`src/rtl/serial_addsub_pkg.sv`:
```
// Shared types for the multi-lane bit-serial adder/subtractor.
package serial_addsub_pkg;
  localparam int DEFAULT_WIDTH = 8;
  localparam int DEFAULT_LANES = 4;

  typedef enum logic {IDLE = 1'b0, RUN = 1'b1} state_t;

  // Broadcast from the framing FSM to every lane cell.
  typedef struct packed {
    logic accept;   // a bit is consumed this cycle
    logic first;    // bit 0 of a word: carry-in comes from sub_eff
    logic msb;      // last bit of an uninterrupted word: latch flags
    logic sub_eff;  // effective subtract mode for this bit
  } lane_ctl_t;
endpackage

```
`src/rtl/serial_fa_lane.sv`:
```
// One serial full-adder lane: carry register, registered sum and MSB flags.
module serial_fa_lane
  import serial_addsub_pkg::*;
(
  input  logic      clk,
  input  logic      rst_n,
  input  logic      clr,
  input  lane_ctl_t ctl,
  input  logic      x,
  input  logic      y,
  output logic      sum,
  output logic      carry_out,
  output logic      overflow
);
  logic carry_q, carry_d;
  logic sum_q, sum_d;
  logic cout_q, cout_d;
  logic ovf_q, ovf_d;
  logic yy, cin, s_nxt, c_nxt;

  always_comb begin
    yy      = y ^ ctl.sub_eff;
    cin     = ctl.first ? ctl.sub_eff : carry_q;
    s_nxt   = x ^ yy ^ cin;
    c_nxt   = (x & yy) | (cin & (x ^ yy));
    carry_d = carry_q;
    sum_d   = sum_q;
    cout_d  = cout_q;
    ovf_d   = ovf_q;
    if (ctl.accept) begin
      sum_d   = s_nxt;
      carry_d = c_nxt;
      // Signed overflow: carry into the MSB differs from carry out of it.
      if (ctl.msb) begin
        cout_d = c_nxt;
        ovf_d  = cin ^ c_nxt;
      end
    end
  end

  always_ff @(posedge clk or negedge rst_n) begin
    if (!rst_n) begin
      carry_q <= 1'b0;
      sum_q   <= 1'b0;
      cout_q  <= 1'b0;
      ovf_q   <= 1'b0;
    end else if (clr) begin
      carry_q <= 1'b0;
      sum_q   <= 1'b0;
      cout_q  <= 1'b0;
      ovf_q   <= 1'b0;
    end else begin
      carry_q <= carry_d;
      sum_q   <= sum_d;
      cout_q  <= cout_d;
      ovf_q   <= ovf_d;
    end
  end

  assign sum       = sum_q;
  assign carry_out = cout_q;
  assign overflow  = ovf_q;
endmodule

```
`src/rtl/serial_addsub_lanes.sv`:
```
// LANES bit-serial add/sub lanes sharing one word-framing FSM; LSB first.
module serial_addsub_lanes
  import serial_addsub_pkg::*;
#(
  parameter int WIDTH = DEFAULT_WIDTH,
  parameter int LANES = DEFAULT_LANES
) (
  input  logic             clk,
  input  logic             rst_n,
  input  logic             clr,
  input  logic             in_valid,
  input  logic             start,
  input  logic             sub,
  input  logic [LANES-1:0] x,
  input  logic [LANES-1:0] y,
  output logic [LANES-1:0] sum,
  output logic             out_valid,
  output logic             out_last,
  output logic [LANES-1:0] carry_out,
  output logic [LANES-1:0] overflow
);
  localparam int CNT_W = $clog2(WIDTH);
  localparam logic [CNT_W-1:0] LAST_BIT = CNT_W'(WIDTH - 1);

  state_t           state_q, state_d;
  logic [CNT_W-1:0] bit_cnt_q, bit_cnt_d;
  logic             sub_q, sub_d;
  logic             out_valid_q, out_valid_d;
  logic             out_last_q, out_last_d;
  logic             new_word;
  lane_ctl_t        ctl;

  always_comb begin
    new_word    = in_valid & start;
    ctl.accept  = in_valid & ((state_q == RUN) | start);
    ctl.first   = new_word;
    // A start on the MSB cycle aborts the word, so it never raises msb.
    ctl.msb     = ctl.accept & ~start & (state_q == RUN) & (bit_cnt_q == LAST_BIT);
    ctl.sub_eff = new_word ? sub : sub_q;
    state_d     = state_q;
    bit_cnt_d   = bit_cnt_q;
    sub_d       = sub_q;
    out_valid_d = ctl.accept;
    out_last_d  = ctl.msb;
    if (new_word) begin
      state_d   = RUN;
      bit_cnt_d = CNT_W'(1);
      sub_d     = sub;
    end else if (ctl.accept) begin
      if (ctl.msb) begin
        state_d   = IDLE;
        bit_cnt_d = '0;
      end else begin
        bit_cnt_d = bit_cnt_q + 1'b1;
      end
    end
  end

  always_ff @(posedge clk or negedge rst_n) begin
    if (!rst_n) begin
      state_q     <= IDLE;
      bit_cnt_q   <= '0;
      sub_q       <= 1'b0;
      out_valid_q <= 1'b0;
      out_last_q  <= 1'b0;
    end else if (clr) begin
      state_q     <= IDLE;
      bit_cnt_q   <= '0;
      sub_q       <= 1'b0;
      out_valid_q <= 1'b0;
      out_last_q  <= 1'b0;
    end else begin
      state_q     <= state_d;
      bit_cnt_q   <= bit_cnt_d;
      sub_q       <= sub_d;
      out_valid_q <= out_valid_d;
      out_last_q  <= out_last_d;
    end
  end

  for (genvar l = 0; l < LANES; l++) begin : g_lane
    serial_fa_lane u_lane (
      .clk       (clk),
      .rst_n     (rst_n),
      .clr       (clr),
      .ctl       (ctl),
      .x         (x[l]),
      .y         (y[l]),
      .sum       (sum[l]),
      .carry_out (carry_out[l]),
      .overflow  (overflow[l])
    );
  end

  assign out_valid = out_valid_q;
  assign out_last  = out_last_q;
endmodule
```
`config.mk`:
```
export PLATFORM = sky130hd
export DESIGN_NAME = serial_addsub_lanes
export DESIGN_NICKNAME = d
export VERILOG_FILES = /design/src/rtl/serial_addsub_pkg.sv /design/src/rtl/serial_fa_lane.sv /design/src/rtl/serial_addsub_lanes.sv
export SDC_FILE = /design/constraint.sdc
export NUM_CORES = 1
export LEC_CHECK = 0
export CORE_ASPECT_RATIO = 0.8
export CORE_UTILIZATION = 53
export DETAILED_ROUTE_END_ITERATION = 16
export DONT_BUFFER_PORTS = 1
export GPL_TIMING_DRIVEN = 0
export PLACE_DENSITY = 0.68
export SYNTH_ARGS = -nofsm -noshare
export SYNTH_HDL_FRONTEND = slang
export SYNTH_SLANG_ARGS = --single-unit
```
`constraint.sdc`:
```
create_clock -name clk -period 2.3 [get_ports clk]
set_input_delay 0.575 -clock clk [delete_from_list [all_inputs] [get_ports clk]]
set_output_delay 0.575 -clock clk [all_outputs]
set_load 0.05 [all_outputs]
```
==> impl_results.md, run 1 <==
* Status: finished, final reports clean
* Ports at 28
* Die area at approximately 0.0027 mm^2
* Peak Freq at 0.452 GHz
* Avg Vias per Cell at 5.45
* Max incr delay on CP at around 0.39 ns
* Fin crit share at ~96%
* Least-Margin Pin Slew at between 1 and 1.5 ns
* Worst Hold Margin at 0.420 ns
* Rows at 15
* Total global-route track usage at between 20% and 30%
* CTS clk-pin slew, worst paths at roughly 0.12 ns
* Worst setup skew after layout at 0.00288 ns
* Die Y at ~47 um
* CP dominant cell by count: buf_6
* Fraction of layout cells with a size suffix above 1 at 28.3%
* Final setup viols at 0
* CTS tree: built
* Avg Inst Size Synth at 11.0 um^2
* Power Dens Cells at about 530 mW/mm^2
* Static Leak at ~0.67 nW
* Number of placed cells counting well taps at roughly 160
* Critical Path Source Type: input port
* Worst-Skew Late Latency at 0.30 ns
* Max Root-Sink Buffers at 2
* Post-DP Area at 0.00141 mm^2
* Routability cong. at 0.745
* Slew Viols, Final at 0
* Remaining DRCs at 0
* Most frequent cells in the layout: 23 x dfrtp_1, 13 x buf_4, 12 x o2bb2ai_1
* Cell Chain, Critical Path: buf_6, and3_4, buf_6, a21oi_4, xor2_1, fa_2, or2_2, a2111oi_2, a221o_1
* Chip width at 58.3 um
* Sum Neg Setup Slack at 0 ns
* Synth Register Bits at 23
* Synth top area cells: dfrtp_1 43%, o2bb2ai_1 7.8%, buf_4 7.3%
* Total number of vias at just under 900
* Final WL at about 2.4 mm
* Max H-tree Level at 1
* Area Overhead vs Synth at 7.72%
* First-pass GRT wire length at about 4.0 mm
* Vias in the first global route at about 800
* # resized after CTS at 0
* Setup CP Type: input port to register
* Starting Density at 59.2%
* CP max FO at 9
* Cell taking the most area after synthesis: dfrtp_1
* Port Buf Inserts at 0
* Final hold vios at 0
* Unique cell type count in the Yosys netlist at 28
* 1st-pass router iterations at 4
* Synthesized Nets at roughly 140
* Rel. slew slack at between 30 and 40%
* Synthesized area at approximately 0.0013 mm^2
* N_diodes at 0
* Crit path buf inv count at 2
* Post-route minimum period at between 2 and 2.5 ns
* Root Buffer: clkbuf_4
* DR iter-0 viols at 21
* Post-synthesis sequential area ratio at between 40% and 50%
* Yosys top cell area share at between 40% and 50%
* DR WL/cell at around 15 um
* Core area at 0.00227 mm^2
* Req. time, crit path at roughly 2.6 ns
* Design Area, Final at roughly 0.0014 mm^2
* CP arrival at approximately 2.5 ns
* Largest net degree at the start of global routing at 24
* Hold Crit Class: input port to register
* Top delay family on crit path: compound AO/OA/AOI/OAI gates
* Most common cell after layout, fill and taps aside: dfrtp_1
* Post-route insts no fill at 161
* Congestion Overflow GR at 0
* Worst VDD drop at about 0.36 mV
* Clk sink count at 23
* Syn Inst Count at 122
* CP endpoint kind: register
* Ys Warns at 0
* Antenna Violating Nets Remaining at 0
* RSZ-0062 raised after global routing: no
* CTS buffer count at 3
* Initial antenna violation count at 0
* Final nets at 148
* Post-DP HPWL at ~1.8 mm
* Max-cap violations at 0
* Crit-path slowest cell: fa_2
-- final cells by class --
type                    instances  area, um^2
plain buffers                  20         149
clock buffers                   4        26.3
fillers                       196         822
inverters                      10        37.5
multi-input cells              69         608
flip-flops and latches         23         576
well taps                      34        42.5
repair buffers                  1        10.0
-- layer usage --
layer / vias up / global-route usage, % / share of wire (%)
met3: 2 / 6.06 / 6.3
met2: 33 / 30.6 / 43
met1: 415 / 30.6 / 50
met4: 0 / 5.24 / 0.50
met5: - / 0 / 0
li1: 428 / - / -
-- path summary, 6_finish.rpt --
kind,startpoint,end,slack [ns],cells after the start
min in group asynchronous,rst_n,g_lane[0].u_lane.sum,0.89,1
worst min register to register,g_lane[0].u_lane.sum,g_lane[0].u_lane.sum,0.50,1
worst max register to register,sub_q,g_lane[3].u_lane.overflow,0.35,6
max in group asynchronous,rst_n,g_lane[2].u_lane.overflow,0.79,1
worst min-delay path,start,bit_cnt_q[1],0.42,2
worst max-delay path,in_valid,g_lane[3].u_lane.overflow,0.09,9
-- what timing repair did --
action,in CTS,in global routing
hold buffers,1,0
setup buffers,0,0
endpoints found under the setup margin,0,0
hold endpoints to repair,23,0
-- flip-flops by register name, summed over array words and instances (netlist names), 3 cells and up --
signal and cells:
bit_cnt_q 3, g_lane.u_lane.carry_out 4, g_lane.u_lane.overflow 4, g_lane.u_lane.sum 4, g_lane.u_lane.carry_q 4
-- cells in the mapped netlist --
| cell type | count |
|---|---|
| clkbuf_1 | 2 |
| o21ai_0 | 3 |
| and3_1 | 1 |
| nand2_1 | 6 |
| xor2_1 | 4 |
| a221o_1 | 3 |
| a2111oi_2 | 3 |
| nor3b_1 | 4 |
| a2111o_1 | 1 |
| o2bb2ai_1 | 12 |
| ha_1 | 2 |
| buf_4 | 13 |
| inv_1 | 10 |
| nand3_1 | 3 |
| a21oi_4 | 1 |
| fa_1 | 4 |
| and2_1 | 2 |
| or2_2 | 4 |
| nand2b_1 | 4 |
| nand4b_2 | 1 |
| nor2_1 | 1 |
| o311ai_0 | 1 |
| nand4_1 | 1 |
| a21o_1 | 4 |
| a21oi_1 | 4 |
| buf_2 | 2 |
| buf_6 | 3 |
| dfrtp_1 | 23 |
-- metrics by stage --
stage	total power [W]	setup slack (ns)	utilization (%)
after floorplan	0.000566	-0.0704	-
after global placement	0.000589	-0.205	62.2
after detailed placement	0.000591	-0.240	62.2
after CTS	0.000785	0.0888	63.8
after global routing	0.000819	0.0238	63.8
final	0.000771	0.0867	63.8
-- power breakdown --
group          leakage (nW)  internal [W]  switching, W
clock network        0.0150     0.0000675      0.000112
logic                 0.342     0.0000612     0.0000974
registers             0.316      0.000419     0.0000145
-- worst register-to-register path: cells and delay by family (launching register included) --
family | cells | cell delay [ns]
xor gates and xnor gates | 1 | 0.13
DFF | 1 | 0.41
adders and majority gates | 1 | 0.39
AOI/OAI and AO/OA | 3 | 0.65
and+or+nand+nor | 1 | 0.31
-- cell families after synthesis --
group | Yosys count | share of synthesized area (%)
xor+xnor | 4 | 2.60
fa+ha+maj | 6 | 7.81
simple gates | 27 | 12.0
buf+inv | 30 | 13.9
flops | 23 | 42.8
compound gates | 32 | 20.9
No activity file was read; power rests on OpenSTA's default activity.
==> run 2, diff against run 1 <==
CORE_MARGIN = 2   (was default)
CTS_BUF_LIST = sky130_fd_sc_hd__clkbuf_8   (was default)
PLACE_DENSITY = 0.7   (was 0.68)
==> run 2 against run 1 <==
Clock-buffer cell count decreased by 1; clock power grew 44%; sequential power about the same; first-iteration DRC count up 62%; critical path depth is the same; non-clock buffer count unchanged; wire length up 8.8%; register-to-register slack about the same; total power grew 11%; clock skew up 0.0098 ns; sequential share of layout area is 0.94 points lower.
==> impl_results.md, run 2 (synthesis results as in run 1) <==
* Top layer in use: met4
* Post-route minimum period at around 2.2 ns
* Remaining DRCs at 0
* CTS buffer count at 3
* Max H-tree Level at 1
* Setup WS pre-CTS at -0.249 ns
* Int Pwr at just over 0.0006 W
* Congestion Overflow GR at 0
* Starting Density at a little under three fifths
* Area Overhead vs Synth at 10.3%
* Met3 routed wirelength at between 100 and 150 um
* Fin crit share at a little over nine tenths
* Wl on met1 at between 1 and 1.5 mm
* Largest net degree at the start of global routing at 24
* Static Leak at slightly below 0.7 nW
* Flop pwr share at slightly above 50%
* Die Y at a little under 50 um
* Post-layout util at approximately 61%
* Routed wl met2 at about 1.2 mm
* Final worst setup slack at approximately 0.067 ns
* Switching power total at 0.000252 W
* Worst setup skew after layout at roughly 0.013 ns
* N_diodes at 0
* Total number of vias at 904
* Worst VDD drop at between 0.4 and 0.5 mV
* CTS tree: built
* Sw Share at 29.5%
* Power Dens Cells at ~580 mW/mm^2
* CTS clk-pin slew, worst paths at ~0.090 ns
* Rows at 16
* Port Buf Inserts at 0
* Final WL at 2.64 mm
* Rel. slew slack at 28.1%
* CP max FO at 9
* Req. time, crit path at between 2 and 3 ns
* Hold Crit Class: input port to register
* Antenna Violating Nets Remaining at 0
* Setup CP Type: input port to register
* Final nets at ~150
* Most common cell after layout, fill and taps aside: dfrtp_1
* Vias in the first global route at 959
* Die area at 0.00296 mm^2
* Tot Pwr at ~0.00086 W
* Final hold vios at 0
* 1st-pass router iterations at 4
* Clk sink count at 23
* Chip width at about 60 um
* CP arrival at 2.45 ns
* Logic pwr share at 19.0%
* Max-cap violations at 0
* Avg Vias per Cell at ~5.5
* Critical Path Source Type: input port
* CP endpoint kind: register
* DR iter-0 viols at 34
* DR WL/cell at 16.2 um
* Fraction of layout cells with a size suffix above 1 at between 20% and 30%
* Least-Margin Pin Slew at between 1 and 1.5 ns
* Max Root-Sink Buffers at 2
* Status: finished, final reports clean
* Root Buffer: clkbuf_8
* Sum Neg Setup Slack at 0 ns
* Initial antenna violation count at 0
* Worst-Skew Late Latency at roughly 0.27 ns
* Most frequent cells in the layout: 23 x dfrtp_1, 13 x buf_4, 12 x o2bb2ai_1
* Peak Freq at around 0.45 GHz
* Total global-route track usage at 21.3%
* RSZ-0062 raised after global routing: yes
* Post-DP HPWL at ~1.9 mm
* Final setup viols at 0
* Ports at 28
* Core area at 0.00242 mm^2
* First-pass GRT wire length at between 4 and 5 mm
* Clock network fraction of total power at 30.2%
* Routability cong. at around 0.81
* Slew Viols, Final at 0
[run 2: cell count changes in the layout (fill, tap and decap cells not counted)]
cell and change:
clkbuf_4 -3, clkbuf_8 +3, a2111oi_2 -1, a2111oi_4 +1, clkbuf_1 -1, clkinv_2 +1
[run 2: metrics by stage]
| step | hold slack, ns | std cells | instance area (um^2) |
|---|---|---|---|
| floorplan | 0.279 | 122 | 1370 |
| global placement | 0.280 | 158 | 1420 |
| detailed placement | 0.280 | 158 | 1420 |
| CTS | 0.447 | 163 | 1470 |
| global route | 0.454 | 163 | 1480 |
| finish | 0.453 | 163 | 1480 |
[run 2: worst paths after layout]
kind	to	slack [ns]	startpoint	cells past startpoint
setup / recovery	g_lane[3].u_lane.overflow	0.07	in_valid	9
hold / removal	bit_cnt_q[1]	0.45	start	2
setup reg to reg	g_lane[3].u_lane.overflow	0.35	sub_q	6
hold reg to reg	g_lane[1].u_lane.sum	0.50	g_lane[1].u_lane.sum	1
max in group asynchronous	g_lane[2].u_lane.carry_out	0.70	rst_n	1
min in group asynchronous	g_lane[1].u_lane.overflow	0.94	rst_n	1
[run 2: worst max-delay path, cell delays in order]
cell and delay (ns):
buf_6 0.11, and3_4 0.17, buf_6 0.14, a21oi_4 0.24, xor2_1 0.14, fa_2 0.39, or2_2 0.31, a2111oi_2 0.21
a221o_1 0.15
[run 2: cell type report]
class | instances | area (um^2)
inverter | 10 | 37.5
tap | 36 | 45.0
clock inverter | 1 | 5.00
buffer | 20 | 149
clock buffer | 3 | 41.3
multi-input combinational | 69 | 621
fill | 201 | 938
sequential | 23 | 576
timing repair buffer | 1 | 10.0
[run 2: power by group through the flow]
stage | Clock [W] | Combinational (W) | Sequential, W
floorplan | 0 | 0.000127 | 0.000439
global placement | 0 | 0.000147 | 0.000441
detailed placement | 0 | 0.000154 | 0.000442
CTS | 0.000266 | 0.000164 | 0.000434
global route | 0.000286 | 0.000181 | 0.000437
finish | 0.000258 | 0.000163 | 0.000434
[run 2: what timing repair did]
item / CTS / global route
hold buffers: 1 / 0
gates resized for setup: 0 / 1
endpoints found under the setup margin: 0 / 4
setup buffers: 0 / 0
endpoints found under the hold margin: 23 / 0
[run 2: layer usage]
| layer | up-vias | GRT usage, % |
|---|---|---|
| li1 | 425 | - |
| met1 | 449 | 30.8 |
| met2 | 25 | 31.2 |
| met3 | 5 | 6.10 |
| met4 | 0 | 5.56 |
| met5 | - | 0 |
==> run 3, diff against run 2 <==
ABC_AREA = 1   (was default)
CORE_MARGIN = default   (was 2)
==> run 3 against run 2 <==
Non-clock buffer count fell by 8; final area fell by 9.6%; cell count rose by 10%; highest routed layer unchanged; clock skew fell by 0.011 ns; critical path type unchanged; area after synthesis fell by 6.7%; worst setup slack improved by 0.50 ns; clock power fell by 6%; register-to-register slack improved by 0.33 ns.
==> impl_results.md, run 3 <==
* Status: finished, final reports clean
* Post-DP HPWL at 1.58 mm
* Fin crit share at 75.5%
* Sum Neg Setup Slack at 0 ns
* CP dominant cell by count: nand2_1
* Setup CP Type: input port to register
* Antenna Violating Nets Remaining at 0
* Least-Margin Pin Slew at between 1 and 1.5 ns
* Avg Inst Size Synth at around 8.4 um^2
* Most frequent cell after synthesis: nand2_1
* Worst VDD drop at about 0.47 mV
* Fraction of layout cells with a size suffix above 1 at between 10% and 20%
* # resized after CTS at 0
* Largest net degree at the start of global routing at 24
* First-pass GRT wire length at ~3.6 mm
* Final worst setup slack at between 0.5 and 0.6 ns
* Static Leak at ~0.76 nW
* Unique cell type count in the Yosys netlist at 16
* Ys Warns at 0
* CTS Hold Bufs at 1
* Cell taking the most area after synthesis: dfrtp_1
* CP endpoint kind: register
* Routability cong. at about 0.8
* Crit path buf inv count at 1
* Most common flop cell mapped by yosys: dfrtp_1
* Synth top area cells: dfrtp_1 46%, nand2_1 15%, buf_4 7.2%
* Remaining DRCs at 0
* Vias in the first global route at just under 800
* N_diodes at 0
* Max H-tree Level at 1
* Post-route minimum period at 1.74 ns
* CP max FO at 10
* Synth Register Bits at 23
* Starting Density at between 50% and 60%
* Final nets at roughly 180
* Worst setup skew after layout at about 0.0019 ns
* 1st-pass router iterations at 4
* Final hold vios at 0
* Crit-path slowest cell: fa_1
* Post-layout util at 61.1%
* Total global-route track usage at about a fifth
* Post-CTS Setup Repair Bufs at 0
* Worst-Skew Late Latency at about 0.26 ns
* Area Overhead vs Synth at 6.88%
* Critical Path Source Type: input port
* Final WL at around 2.2 mm
* Final setup viols at 0
* Synthesized area at ~0.0013 mm^2
* Setup WS pre-CTS at ~0.28 ns
* Congestion Overflow GR at 0
* Power Dens Cells at about 620 mW/mm^2
* Max Root-Sink Buffers at 2
* Top delay family on crit path: simple AND/OR/NAND/NOR gates
* Avg Vias per Cell at between 4 and 5
* Chip width at roughly 56 um
* Total number of vias at 896
* Most common cell after layout, fill and taps aside: nand2_1
* Ports at 28
* Rows at 15
* Post-synthesis sequential area ratio at roughly 46%
* Post-route insts no fill at between 150 and 200
* Core area at around 0.0022 mm^2
* DR iter-0 viols at 21
* Peak Freq at between 0.5 and 0.6 GHz
* Synthesized Nets at between 150 and 200
* Die area at about 0.0026 mm^2
* Max incr delay on CP at approximately 0.41 ns
* CTS clk-pin slew, worst paths at around 0.080 ns
* Cell Chain, Critical Path: nand2_2, nand2_1, nand2_1, xnor2_1, fa_1, inv_1, nand2_1, nand3_1, nand2_1
* Number of placed cells counting well taps at between 150 and 200
* Max-cap violations at 0
* RSZ-0062 raised after global routing: no
* Yosys top cell area share at between 40 and 50%
* Async set or reset register ratio after synthesis at 100%
* CTS tree: built
* CTS buffer count at 3
* Syn Inst Count at 150
* DR WL/cell at about 12 um
* Post-synth top cells: 51 x nand2_1, 23 x dfrtp_1, 22 x inv_1
* Req. time, crit path at 2.46 ns
* Most frequent cells in the layout: 51 x nand2_1, 23 x inv_1, 23 x dfrtp_1
* Rel. slew slack at 30.2%
* Hold Crit Class: input port to register
* Clk sink count at 23
* CP arrival at approximately 1.9 ns
* Port Buf Inserts at 0
* Die Y at about 46 um
* EDFF count, synth at 0
* Root Buffer: clkbuf_8
* Slew Viols, Final at 0
* Initial antenna violation count at 0
## run 3: changes by cell type after synthesis, moves of 7 or more
cell / change
nand2_1: +45
inv_1: +12
o2bb2ai_1: -12
o21ai_0: +8
nand3_1: +7
## run 3: metal layers
| metal | global-route usage [%] | part of all wire (%) | wire, um |
|---|---|---|---|
| met1 | 24.5 | 48 | 1030 |
| met2 | 33.1 | 48 | 1040 |
| met3 | 5.97 | 4.2 | 90 |
| met4 | 2.93 | 0.32 | 7 |
| met5 | 0 | 0 | 0 |
## run 3: cell families after synthesis
| group | synth area share, % |
|---|---|
| AO/OA/AOI/OAI | 5.68 |
| buffers and inverters | 14.1 |
| XOR/XNOR | 2.79 |
| flip-flops | 45.9 |
| adder cells (fa/ha/maj) | 8.37 |
| AND/OR/NAND/NOR | 23.2 |
## run 3: final cells by class
type | count | area, um^2
Fill cell | 207 | 855
Sequential cell | 23 | 576
Multi-Input combinational cell | 92 | 503
Buffer | 12 | 90.1
Inverter | 23 | 86.3
Clock buffer | 3 | 41.3
Tap cell | 25 | 31.3
Timing Repair Buffer | 1 | 10.0
Clock inverter | 1 | 3.75
## run 3: metrics by stage
stage | power [W] | instance area, um^2 | hold WS [ns]
4_1_cts | 0.000846 | 1340 | 0.366
3_3_place_gp | 0.000591 | 1290 | 0.280
6_report | 0.000838 | 1340 | 0.369
3_5_place_dp | 0.000596 | 1290 | 0.280
2_1_floorplan | 0.000571 | 1250 | 0.279
5_1_grt | 0.000880 | 1340 | 0.362
## run 3: path summary, 6_finish.rpt
path | from | to | slack [ns] | cells past startpoint
min | clr | sub_q | 0.37 | 1
min in group asynchronous | rst_n | g_lane[3].u_lane.sum | 0.94 | 1
min reg2reg | g_lane[1].u_lane.carry_out | g_lane[1].u_lane.carry_out | 0.47 | 2
max in group asynchronous | rst_n | out_last | 0.73 | 1
max reg2reg | sub_q | g_lane[3].u_lane.overflow | 0.68 | 8
max | in_valid | g_lane[3].u_lane.overflow | 0.56 | 9
## run 3: worst reg2reg max path, stage by stage (launching register included)
cell	delay, ns
dfrtp_1	0.37
nand2_1	0.08
nand2_1	0.19
xnor2_1	0.21
fa_1	0.41
inv_1	0.10
nand2_1	0.05
nand3_1	0.06
nand2_1	0.05
## run 3: power by group
part,switching (W),leakage (nW),internal (W),total [W]
Clock,0.000123,0.0269,0.000119,0.000242
Combinational,0.000104,0.423,0.0000508,0.000155
Sequential,0.0000162,0.313,0.000425,0.000441
